<file path="config.mk">
export PLATFORM = sky130hd
export DESIGN_NAME = rca_seq_ctrl
export DESIGN_NICKNAME = d
export VERILOG_FILES = /design/src/rtl/rca_seq_ctrl_pkg.sv /design/src/rtl/rca_seq_ctrl_rca.sv /design/src/rtl/rca_seq_ctrl.sv
export SDC_FILE = /design/constraint.sdc
export NUM_CORES = 1
export LEC_CHECK = 0
export BUFFER_PORTS_ARGS = -buffer_cell sky130_fd_sc_hd__buf_2
export CAP_MARGIN = 20
export CORE_MARGIN = 5
export CORE_UTILIZATION = 30
export DETAILED_ROUTE_END_ITERATION = 10
export GPL_ROUTABILITY_DRIVEN = 0
export PLACE_DENSITY = 0.58
export SLEW_MARGIN = 20
export SYNTH_ARGS = -nofsm -noshare
export SYNTH_HDL_FRONTEND = slang
export SYNTH_HIERARCHICAL = 1
export SYNTH_SLANG_ARGS = --single-unit
</file>
<file path="constraint.sdc">
create_clock -name clk -period 4.7 [get_ports clk]
set_input_delay 0.235 -clock clk [delete_from_list [all_inputs] [get_ports clk]]
set_output_delay 0.235 -clock clk [all_outputs]
set_load 0.01 [all_outputs]
</file>
<file path="src/rtl/rca_seq_ctrl_pkg.sv">
`default_nettype none
// ============================================================================
// Module      : rca_seq_ctrl_pkg
// Description : Shared constants, FSM state encoding and the counter-width helper
//               used by the nibble-serial adder sequencer.
// Revision    : 1.0 - initial release
// ============================================================================
package rca_seq_ctrl_pkg;

    localparam int NIBBLE_W = 4;

    typedef enum logic [1:0] {
        ST_IDLE = 2'd0,
        ST_RUN  = 2'd1,
        ST_DONE = 2'd2
    } state_e;

    // A single-nibble build still needs a 1-bit counter.
    function automatic int cnt_width(input int nib);
        return (nib > 1) ? $clog2(nib) : 1;
    endfunction

endpackage : rca_seq_ctrl_pkg
`default_nettype wire

</file>
<file path="src/rtl/rca_seq_ctrl_rca.sv">
`default_nettype none
// ============================================================================
// Module      : rca_seq_ctrl_rca
// Description : 4-bit ripple-carry adder; the only arithmetic in the datapath.
// Revision    : 1.0 - initial release
// ============================================================================
module rca_seq_ctrl_rca
    import rca_seq_ctrl_pkg::*;
(
    input  logic [NIBBLE_W-1:0] a_i,
    input  logic [NIBBLE_W-1:0] b_i,
    input  logic                c_i,
    output logic [NIBBLE_W-1:0] s_o,
    output logic                c_o
);

    logic [NIBBLE_W:0] carry_w;

    assign carry_w[0] = c_i;

    for (genvar i = 0; i < NIBBLE_W; i++) begin : g_bit
        assign s_o[i]         = a_i[i] ^ b_i[i] ^ carry_w[i];
        assign carry_w[i + 1] = (a_i[i] & b_i[i]) | (carry_w[i] & (a_i[i] ^ b_i[i]));
    end

    assign c_o = carry_w[NIBBLE_W];

endmodule : rca_seq_ctrl_rca
`default_nettype wire

</file>
<file path="src/rtl/rca_seq_ctrl.sv">
`default_nettype none
// ============================================================================
// Module      : rca_seq_ctrl
// Description : Sequences one 4-bit ripple-carry adder across a WIDTH-bit operand
//               pair, one nibble per cycle, with valid/ready on both sides.
//               Define RCA_SEQ_SUB_EN to add the 'sub' port (a - b mode).
// Revision    : 1.0 - initial release
// ============================================================================
module rca_seq_ctrl
    import rca_seq_ctrl_pkg::*;
#(
    parameter int WIDTH = 16
) (
    input  logic             clk,
    input  logic             reset,
    input  logic             in_valid,
    output logic             in_ready,
    input  logic [WIDTH-1:0] a,
    input  logic [WIDTH-1:0] b,
    input  logic             cin,
`ifdef RCA_SEQ_SUB_EN
    input  logic             sub,
`endif
    output logic             out_valid,
    input  logic             out_ready,
    output logic [WIDTH-1:0] sum,
    output logic             cout,
    output logic             ovf
);

    localparam int NIB   = WIDTH / NIBBLE_W;
    localparam int CNT_W = cnt_width(NIB);
    localparam logic [CNT_W-1:0] LAST_IDX = CNT_W'(NIB - 1);

    if ((WIDTH < NIBBLE_W) || ((WIDTH % NIBBLE_W) != 0)) begin : g_bad_width
        $error("rca_seq_ctrl: WIDTH must be a multiple of 4 and at least 4");
    end

    state_e                          state_q, state_d;
    logic [CNT_W-1:0]                nib_q, nib_d;
    logic [NIB-1:0][NIBBLE_W-1:0]    a_q, a_d;
    logic [NIB-1:0][NIBBLE_W-1:0]    b_q, b_d;
    logic [NIB-1:0][NIBBLE_W-1:0]    sum_q, sum_d;
    logic                            carry_q, carry_d;
    logic                            cout_q, cout_d;
    logic                            ovf_q, ovf_d;
    logic                            sub_eff;

    logic [NIBBLE_W-1:0]             rca_a, rca_b, rca_s;
    logic                            rca_c;

`ifdef RCA_SEQ_SUB_EN
    logic sub_q, sub_d;
    assign sub_eff = sub_q;
`else
    assign sub_eff = 1'b0;
`endif

    // Subtraction is a + ~b + 1: invert B per nibble and seed the carry with 1.
    assign rca_a = a_q[nib_q];
    assign rca_b = b_q[nib_q] ^ {NIBBLE_W{sub_eff}};

    rca_seq_ctrl_rca u_rca (
        .a_i (rca_a),
        .b_i (rca_b),
        .c_i (carry_q),
        .s_o (rca_s),
        .c_o (rca_c)
    );

    always_comb begin
        state_d = state_q;
        nib_d   = nib_q;
        a_d     = a_q;
        b_d     = b_q;
        sum_d   = sum_q;
        carry_d = carry_q;
        cout_d  = cout_q;
        ovf_d   = ovf_q;
`ifdef RCA_SEQ_SUB_EN
        sub_d   = sub_q;
`endif
        case (state_q)
            ST_IDLE: begin
                if (in_valid) begin
                    state_d = ST_RUN;
                    a_d     = a;
                    b_d     = b;
                    nib_d   = '0;
`ifdef RCA_SEQ_SUB_EN
                    sub_d   = sub;
                    carry_d = sub ? 1'b1 : cin;
`else
                    carry_d = cin;
`endif
                end
            end
            ST_RUN: begin
                sum_d[nib_q] = rca_s;
                carry_d      = rca_c;
                if (nib_q == LAST_IDX) begin
                    state_d = ST_DONE;
                    cout_d  = rca_c;
                    // Sign of the effective B operand is b_msb ^ sub.
                    ovf_d   = (a_q[NIB-1][NIBBLE_W-1] == (b_q[NIB-1][NIBBLE_W-1] ^ sub_eff))
                           && (rca_s[NIBBLE_W-1] != a_q[NIB-1][NIBBLE_W-1]);
                end else begin
                    nib_d = nib_q + CNT_W'(1);
                end
            end
            ST_DONE: begin
                if (out_ready) begin
                    state_d = ST_IDLE;
                end
            end
            default: state_d = ST_IDLE;
        endcase
    end

    always_ff @(posedge clk) begin
        if (reset) begin
            state_q <= ST_IDLE;
            nib_q   <= '0;
            a_q     <= '0;
            b_q     <= '0;
            sum_q   <= '0;
            carry_q <= 1'b0;
            cout_q  <= 1'b0;
            ovf_q   <= 1'b0;
`ifdef RCA_SEQ_SUB_EN
            sub_q   <= 1'b0;
`endif
        end else begin
            state_q <= state_d;
            nib_q   <= nib_d;
            a_q     <= a_d;
            b_q     <= b_d;
            sum_q   <= sum_d;
            carry_q <= carry_d;
            cout_q  <= cout_d;
            ovf_q   <= ovf_d;
`ifdef RCA_SEQ_SUB_EN
            sub_q   <= sub_d;
`endif
        end
    end

    assign in_ready  = (state_q == ST_IDLE);
    assign out_valid = (state_q == ST_DONE);
    assign sum       = sum_q;
    assign cout      = cout_q;
    assign ovf       = ovf_q;

endmodule : rca_seq_ctrl
`default_nettype wire

</file>
Word level (Yosys, flattened, before mapping)
Index checks and enable logic that the tools add are counted.
Operators by class
  mux-type cells: 16
  bitwise operators: 20
  shifts and indexed selects: 0
  divide/modulo/power cells: 0
  eq/ne operators: 9
  reductions and logical operators: 9
  magnitude comparators: 2
  $add $sub $neg: 1
  $mul: 0
Operators by type and width (count)
  $bmux 4 s2: 2
  $bwmux 16: 1
  $mux 4: 3
  $mux 2: 5
  $and 1x1->1: 8
  $demux 4 s2: 1
  $xor 1x1->1: 8
  $ne 2x2->1 const B: 3
  $pmux 2 s3: 1
  $reduce_and 2->1: 3
  $reduce_and 3->1: 2
  $eq 2x2->1 const B: 2
  $or 1x1->1: 4
  $pmux 2 s2: 1
  $lt 2x3->1 const B: 1
  $add 2x1->2 const B: 1
  $eq 2x1->1 const B: 1
  $ge 2x1->1 const B: 1
  $logic_and 1x1->1: 2
  $logic_not 2->1: 1
  $ne 2x1->1 const B: 1
  $pmux 1 s2: 1
  $reduce_bool 2->1: 1
  $eq 1x1->1: 1
  2 further kinds: 2
Storage, ports and cells
  word-level logic and storage cells: 74
  output and inout port bits: 20
  bits in read-only memories: 0
  input bits: 37
  bits in latches: 0
  register bits after elaboration: 55
  memories: 0
  memory bits (writable): 0

Longest topological paths before layout
  word-level depth: 12
  mapped depth: 13
  depth with buffers taken out: 12

Modules after synthesis
Netlist, hierarchy kept.
By module, submodules not included
  rca_seq_ctrl: sequential area each 1101.1 sq um, instances 1, cells each 246, area each 2287.2 sq um
  rca_seq_ctrl_rca: sequential area each 0.0 sq um, instances 1, cells each 14, area each 117.6 sq um

Worst setup path before layout
No wires, ideal clock.
  kind: register -> register
  start: register nib_q[0]
  end: register ovf_q (netlist: ovf)
  buffers on the path: 1
  period minus slack after synthesis: 3287 ps
  path slack: 1413 ps
  cell stages (with the launch flop): 14
  data required time: 4605 ps
  data arrival time: 3191 ps
  library setup time: 95 ps
  cells stage by stage: dfxtp_1 > buf_2 > mux4_2 > fa_1 > inv_1 > fa_1 > inv_1 > fa_1 > inv_1 > fa_1 > inv_1 > nor3b_1 > nor2_1 > a221oi_1
On the way
  longest elaborated chain between the ends: 12
  elaborated cells between the ends (all ways): 22
  those cells by class: eq/ne: 2; mux: 4; bitwise: 14; reduce/logical: 2
RTL lines
  start: declaration: line rca_seq_ctrl.sv:40  | logic [CNT_W-1:0] nib_q, nib_d;
  start signal: assignment: line rca_seq_ctrl.sv:135  | nib_q <= nib_d;
  $bmux 4 s2 (*): line rca_seq_ctrl.sv:60  | assign rca_a = a_q[nib_q];
  $mux 4 (implied by the code) (*): line rca_seq_ctrl.sv:60
  named net rca_a[0]: line rca_seq_ctrl.sv:49  | logic [NIBBLE_W-1:0] rca_a, rca_b, rca_s;
  $xor 1x1->1: line rca_seq_ctrl_rca.sv:23  | assign carry_w[i + 1] = (a_i[i] & b_i[i]) | (carry_w[i] & (a_i[i] ^ b_i[i]));
  $and 1x1->1: line rca_seq_ctrl_rca.sv:23
  $or 1x1->1 (*): line rca_seq_ctrl_rca.sv:23
  $and 1x1->1 (*): line rca_seq_ctrl_rca.sv:23
  $or 1x1->1 (*): line rca_seq_ctrl_rca.sv:23
  $and 1x1->1 (*): line rca_seq_ctrl_rca.sv:23
  $or 1x1->1 (*): line rca_seq_ctrl_rca.sv:23
  $xor 1x1->1 (*): line rca_seq_ctrl_rca.sv:22  | assign s_o[i] = a_i[i] ^ b_i[i] ^ carry_w[i];
  named net rca_s[3]: line rca_seq_ctrl.sv:49
  $ne 1x1->1 (*): line rca_seq_ctrl.sv:106  | && (rca_s[NIBBLE_W-1] != a_q[NIB-1][NIBBLE_W-1]);
  $logic_and 1x1->1 (*): line rca_seq_ctrl.sv:106
  end signal: assignment: line rca_seq_ctrl.sv:141  | ovf_q <= ovf_d;
  end: declaration: line rca_seq_ctrl.sv:46  | logic ovf_q, ovf_d;
The timed path passes the listed nets; every way through them passes the cells marked *. The select of a mux whose other input is x is not followed.
A chain may end at the register's enable or synchronous reset.

Final worst setup path
Same ends and word-level chain as after synthesis.

==> results summary <==
The nature of the critical path startpoint is a flop. The synthesized area came out at between 2000 and 2500 sq um. The proportion of layout cells with a drive suffix above 1 came out at 25.3%. The CTS root buffer is sky130_fd_sc_hd__clkbuf_8.

The async set or reset register ratio after synthesis is 0%. The measured slew at the worst slew-check pin came out at roughly 0.99 ns. TritonCTS created 5 clock buffers. After clock tree synthesis, the clock-pin slew on the worst setup and hold paths is 0.10 ns. The run finished with clean final reports. Setup slack on the worst reg-to-reg path comes out at 1.05 ns. In this run the worst hold path is classified as input pin to flop. A synthesized cell averages 9.25 sq um.

The depth of the CTS H-tree is 2. The final setup violation count is 0. The worst slack at placement is between 1 and 1.5 ns. Of the total synthesized cell area, the portion taken by XOR and XNOR cells is 0%. The pin count of the biggest net entering global routing is 56.

The post-DP HPWL is 4070 um. The sequential share of power is 54.0%. The port buffer count is 56. Of all nets on the critical path, the largest fanout is 12. Headroom to the max-slew limit came out at 34.3%.

In this run the count of I/O pins placed on the die edge is between 50 and 60. After technology mapping, the gate count stands at between 200 and 300. Counting tap cells, the placed design contains a total of 402 instances.

Post-CTS timing repair inserted 0 buffers for setup. Ranked by total cell area, the synthesized netlist is headed by sky130_fd_sc_hd__dfxtp_1, sky130_fd_sc_hd__nand2_1, sky130_fd_sc_hd__a21oi_1. Global routing used 11.0% of the available tracks.

In this run, the clock network consumes 32.6% of the power. The clock skew after layout came out at 0.00880 ns. The worst setup path is of the flop to flop kind. The switching fraction of total power is roughly 25%.

After layout, the design draws a total of between 0.9 and 1 mW. The fraction of synthesized cell area taken by the top area cell type came out at 45.8%. The synthesized netlist net count came out at around 300. The combinational power share came out at 13.4%. The detail route stage leaves a number of antenna-violating nets equal to 0. The signal arrival time at the worst endpoint came out at 3.85 ns. The number of antenna violations at the first check in global routing came out at 0. The fill cell total of the finished layout came out at 848.

The post-route minimum period came out at about 3.7 ns. The standby leakage power is 1.29 nW. The number of antenna diodes is 0. The most instantiated library cell after synthesis is sky130_fd_sc_hd__nand2_1.

The initial core utilization came out at 31.0%. TritonCTS built the clock tree. The total wire length is 5350 um.

The simple-gate share of the synthesized area came out at 18.8%. The remaining design rule violation count came out at 0. From left edge to right edge, the die measures about 100 um. The cell type with the largest total area after synthesis is sky130_fd_sc_hd__dfxtp_1. The routed length per instance is ~13 um.

STA classifies the critical path endpoint as a flop. The number of buffers added to fix hold violations after cts is 0. The data required time of the critical path is 4.90 ns. Power spread over the standard cell area amounts to 333 nW/um^2. The first-pass GRT wire length came out at approximately 9000 um. The synthesized-area fraction occupied by ao, oa, aoi and oai cells came out at 8.48%. The maximum clock path buffer count came out at 2. After synthesis, the largest family of logic cells by area is simple AND/OR/NAND/NOR gates.

The count of state elements after synthesis is 55. The total die area came out at 9910 sq um. The total via count after detailed routing came out at 1830. The worst ir drop on vdd is 133 uV. The part of the Yosys area used for sequential elements is 45.8%. The number of hold violations in the final report is 0. After the last flow step, the layout net total stands at 352. The area of the multi-input gates came out at 1140 sq um. The timing-limited maximum frequency came out at 274 MHz. The setup TNS is 0 ns.

Of the total synthesized cell area, the portion taken by full adders, half adders and majority gates is approximately 5.4%. The clock insertion delay at the later pin of the skew report is 0.30 ns. The number of optimization iterations in the first detailed-route pass came out at 4.

Among all flip-flop cells after synthesis, the most frequent one is sky130_fd_sc_hd__dfxtp_1. The cell row count came out at 32. Setup repair after global routing left no endpoint under its margin. The number of DRC markers after the initial detailed-route iteration is 59. Cell internal power was estimated by the tool at 0.706 mW.

The multiplexer fraction of the synthesized cell area came out at roughly 15%. Max-cap violations in this run came to 0. The cell area after placement came out at 2720 sq um. The core box area came out at 7770 sq um.

Counting instances in the post-synthesis netlist gives the leading cell types as sky130_fd_sc_hd__nand2_1, sky130_fd_sc_hd__dfxtp_1, sky130_fd_sc_hd__a21oi_1. The height of the chip is approximately 100 um. The leftover overflow at the end of global routing came out at 0. The Yosys warning count is 6. The number of gates resized after cts is 0.

The final cell count without fillers is 410. The via count of the first global-routing pass is 1911. The via count normalized by instance count is 4.46. The worst-case setup margin in the final layout came out at 1.05 ns. The clock sink count is 55. Counting distinct cell types in the post-synthesis netlist gives 25.

In the finished design, the share of the clock period the worst path needs comes to 77.7%. The count of flip-flops with a built-in enable after synthesis is 0. The area of all sequential standard cells came out at 1100 sq um.

The utilization after layout is 36.5%. The minimum hold slack came out at 0.158 ns. The max-slew violation count is 0. The post-route standard cell area excluding fillers is 2830 sq um.

The area growth from synthesis to layout came out at 17.8%. The power dissipated by switching net loads came out at approximately 0.24 mW.
-- cell usage in the layout (no fill, tap or decap), types with 2 or more instances in the layout --
cell type / netlist / final
sky130_fd_sc_hd__a21oi_1: 36 / 36
sky130_fd_sc_hd__buf_2: 5 / 56
sky130_fd_sc_hd__clkbuf_8: 0 / 5
sky130_fd_sc_hd__dfxtp_1: 55 / 55
sky130_fd_sc_hd__fa_1: 4 / 4
sky130_fd_sc_hd__ha_1: 4 / 4
sky130_fd_sc_hd__inv_1: 14 / 14
sky130_fd_sc_hd__mux2i_1: 17 / 17
sky130_fd_sc_hd__mux4_2: 8 / 8
sky130_fd_sc_hd__nand2_1: 66 / 66
sky130_fd_sc_hd__nand3_1: 2 / 2
sky130_fd_sc_hd__nand3b_1: 5 / 5
sky130_fd_sc_hd__nor2_1: 20 / 20
sky130_fd_sc_hd__nor3b_1: 2 / 2
-- path summary, 6_finish.rpt --
path | start | to | cells past startpoint
worst min-delay path | b[5] | b_q[5] | 3
worst max register to register | nib_q[0] | ovf | 12
worst max-delay path | nib_q[0] | ovf | 12
worst min register to register | a_q[14] | a_q[14] | 2
-- registers in the layout, summed over array words and instances (netlist names) --
| register | count |
|---|---|
| sum | 16 |
| cout | 1 |
| a_q | 16 |
| nib_q | 2 |
| ovf | 1 |
| state_q | 2 |
| carry_q | 1 |
| b_q | 16 |
-- worst max-delay path: stages (launching register included) --
cell and delay [ns]:
sky130_fd_sc_hd__dfxtp_1 0.72, sky130_fd_sc_hd__mux4_2 0.60, sky130_fd_sc_hd__fa_1 0.42, sky130_fd_sc_hd__inv_1 0.08, sky130_fd_sc_hd__fa_1 0.17, sky130_fd_sc_hd__inv_1 0.05
sky130_fd_sc_hd__fa_1 0.35, sky130_fd_sc_hd__inv_1 0.08, sky130_fd_sc_hd__fa_1 0.40, sky130_fd_sc_hd__inv_1 0.15, sky130_fd_sc_hd__nor3b_1 0.20, sky130_fd_sc_hd__nor2_1 0.06
sky130_fd_sc_hd__a221oi_1 0.27
-- per-layer routing --
layer | track usage [%] | routed length [um] | part of all wire [%]
met5 | 0 | 0 | 0
met4 | 2.52 | 23 | 0.43
met3 | 2.52 | 279 | 5.2
met2 | 18.4 | 2470 | 46
met1 | 14.6 | 2580 | 48
-- cells by family after synthesis --
family,after synthesis
compound gates,38
fa+ha+maj,8
buf+inv,32
flops,55
mux,25
simple gates,102
-- layout make-up --
| class | instances | share of cell area, % |
|---|---|---|
| Multi-Input combinational cell | 173 | 40.1 |
| Sequential cell | 55 | 38.9 |
| Clock buffer | 5 | 2.43 |
| Timing Repair Buffer | 58 | 10.7 |
| Inverter | 14 | 1.86 |
| Tap cell | 102 | 4.51 |
| Clock inverter | 3 | 1.55 |
-- power by group through the flow --
stage	Combinational, mW	Sequential [mW]	Clock [mW]
after global placement	0.124	0.520	0
after global routing	0.145	0.513	0.338
after floorplan	0.0973	0.511	0
after CTS	0.129	0.509	0.320
final	0.126	0.509	0.307
after detailed placement	0.129	0.520	0
Power figures use the tool's default switching activity.
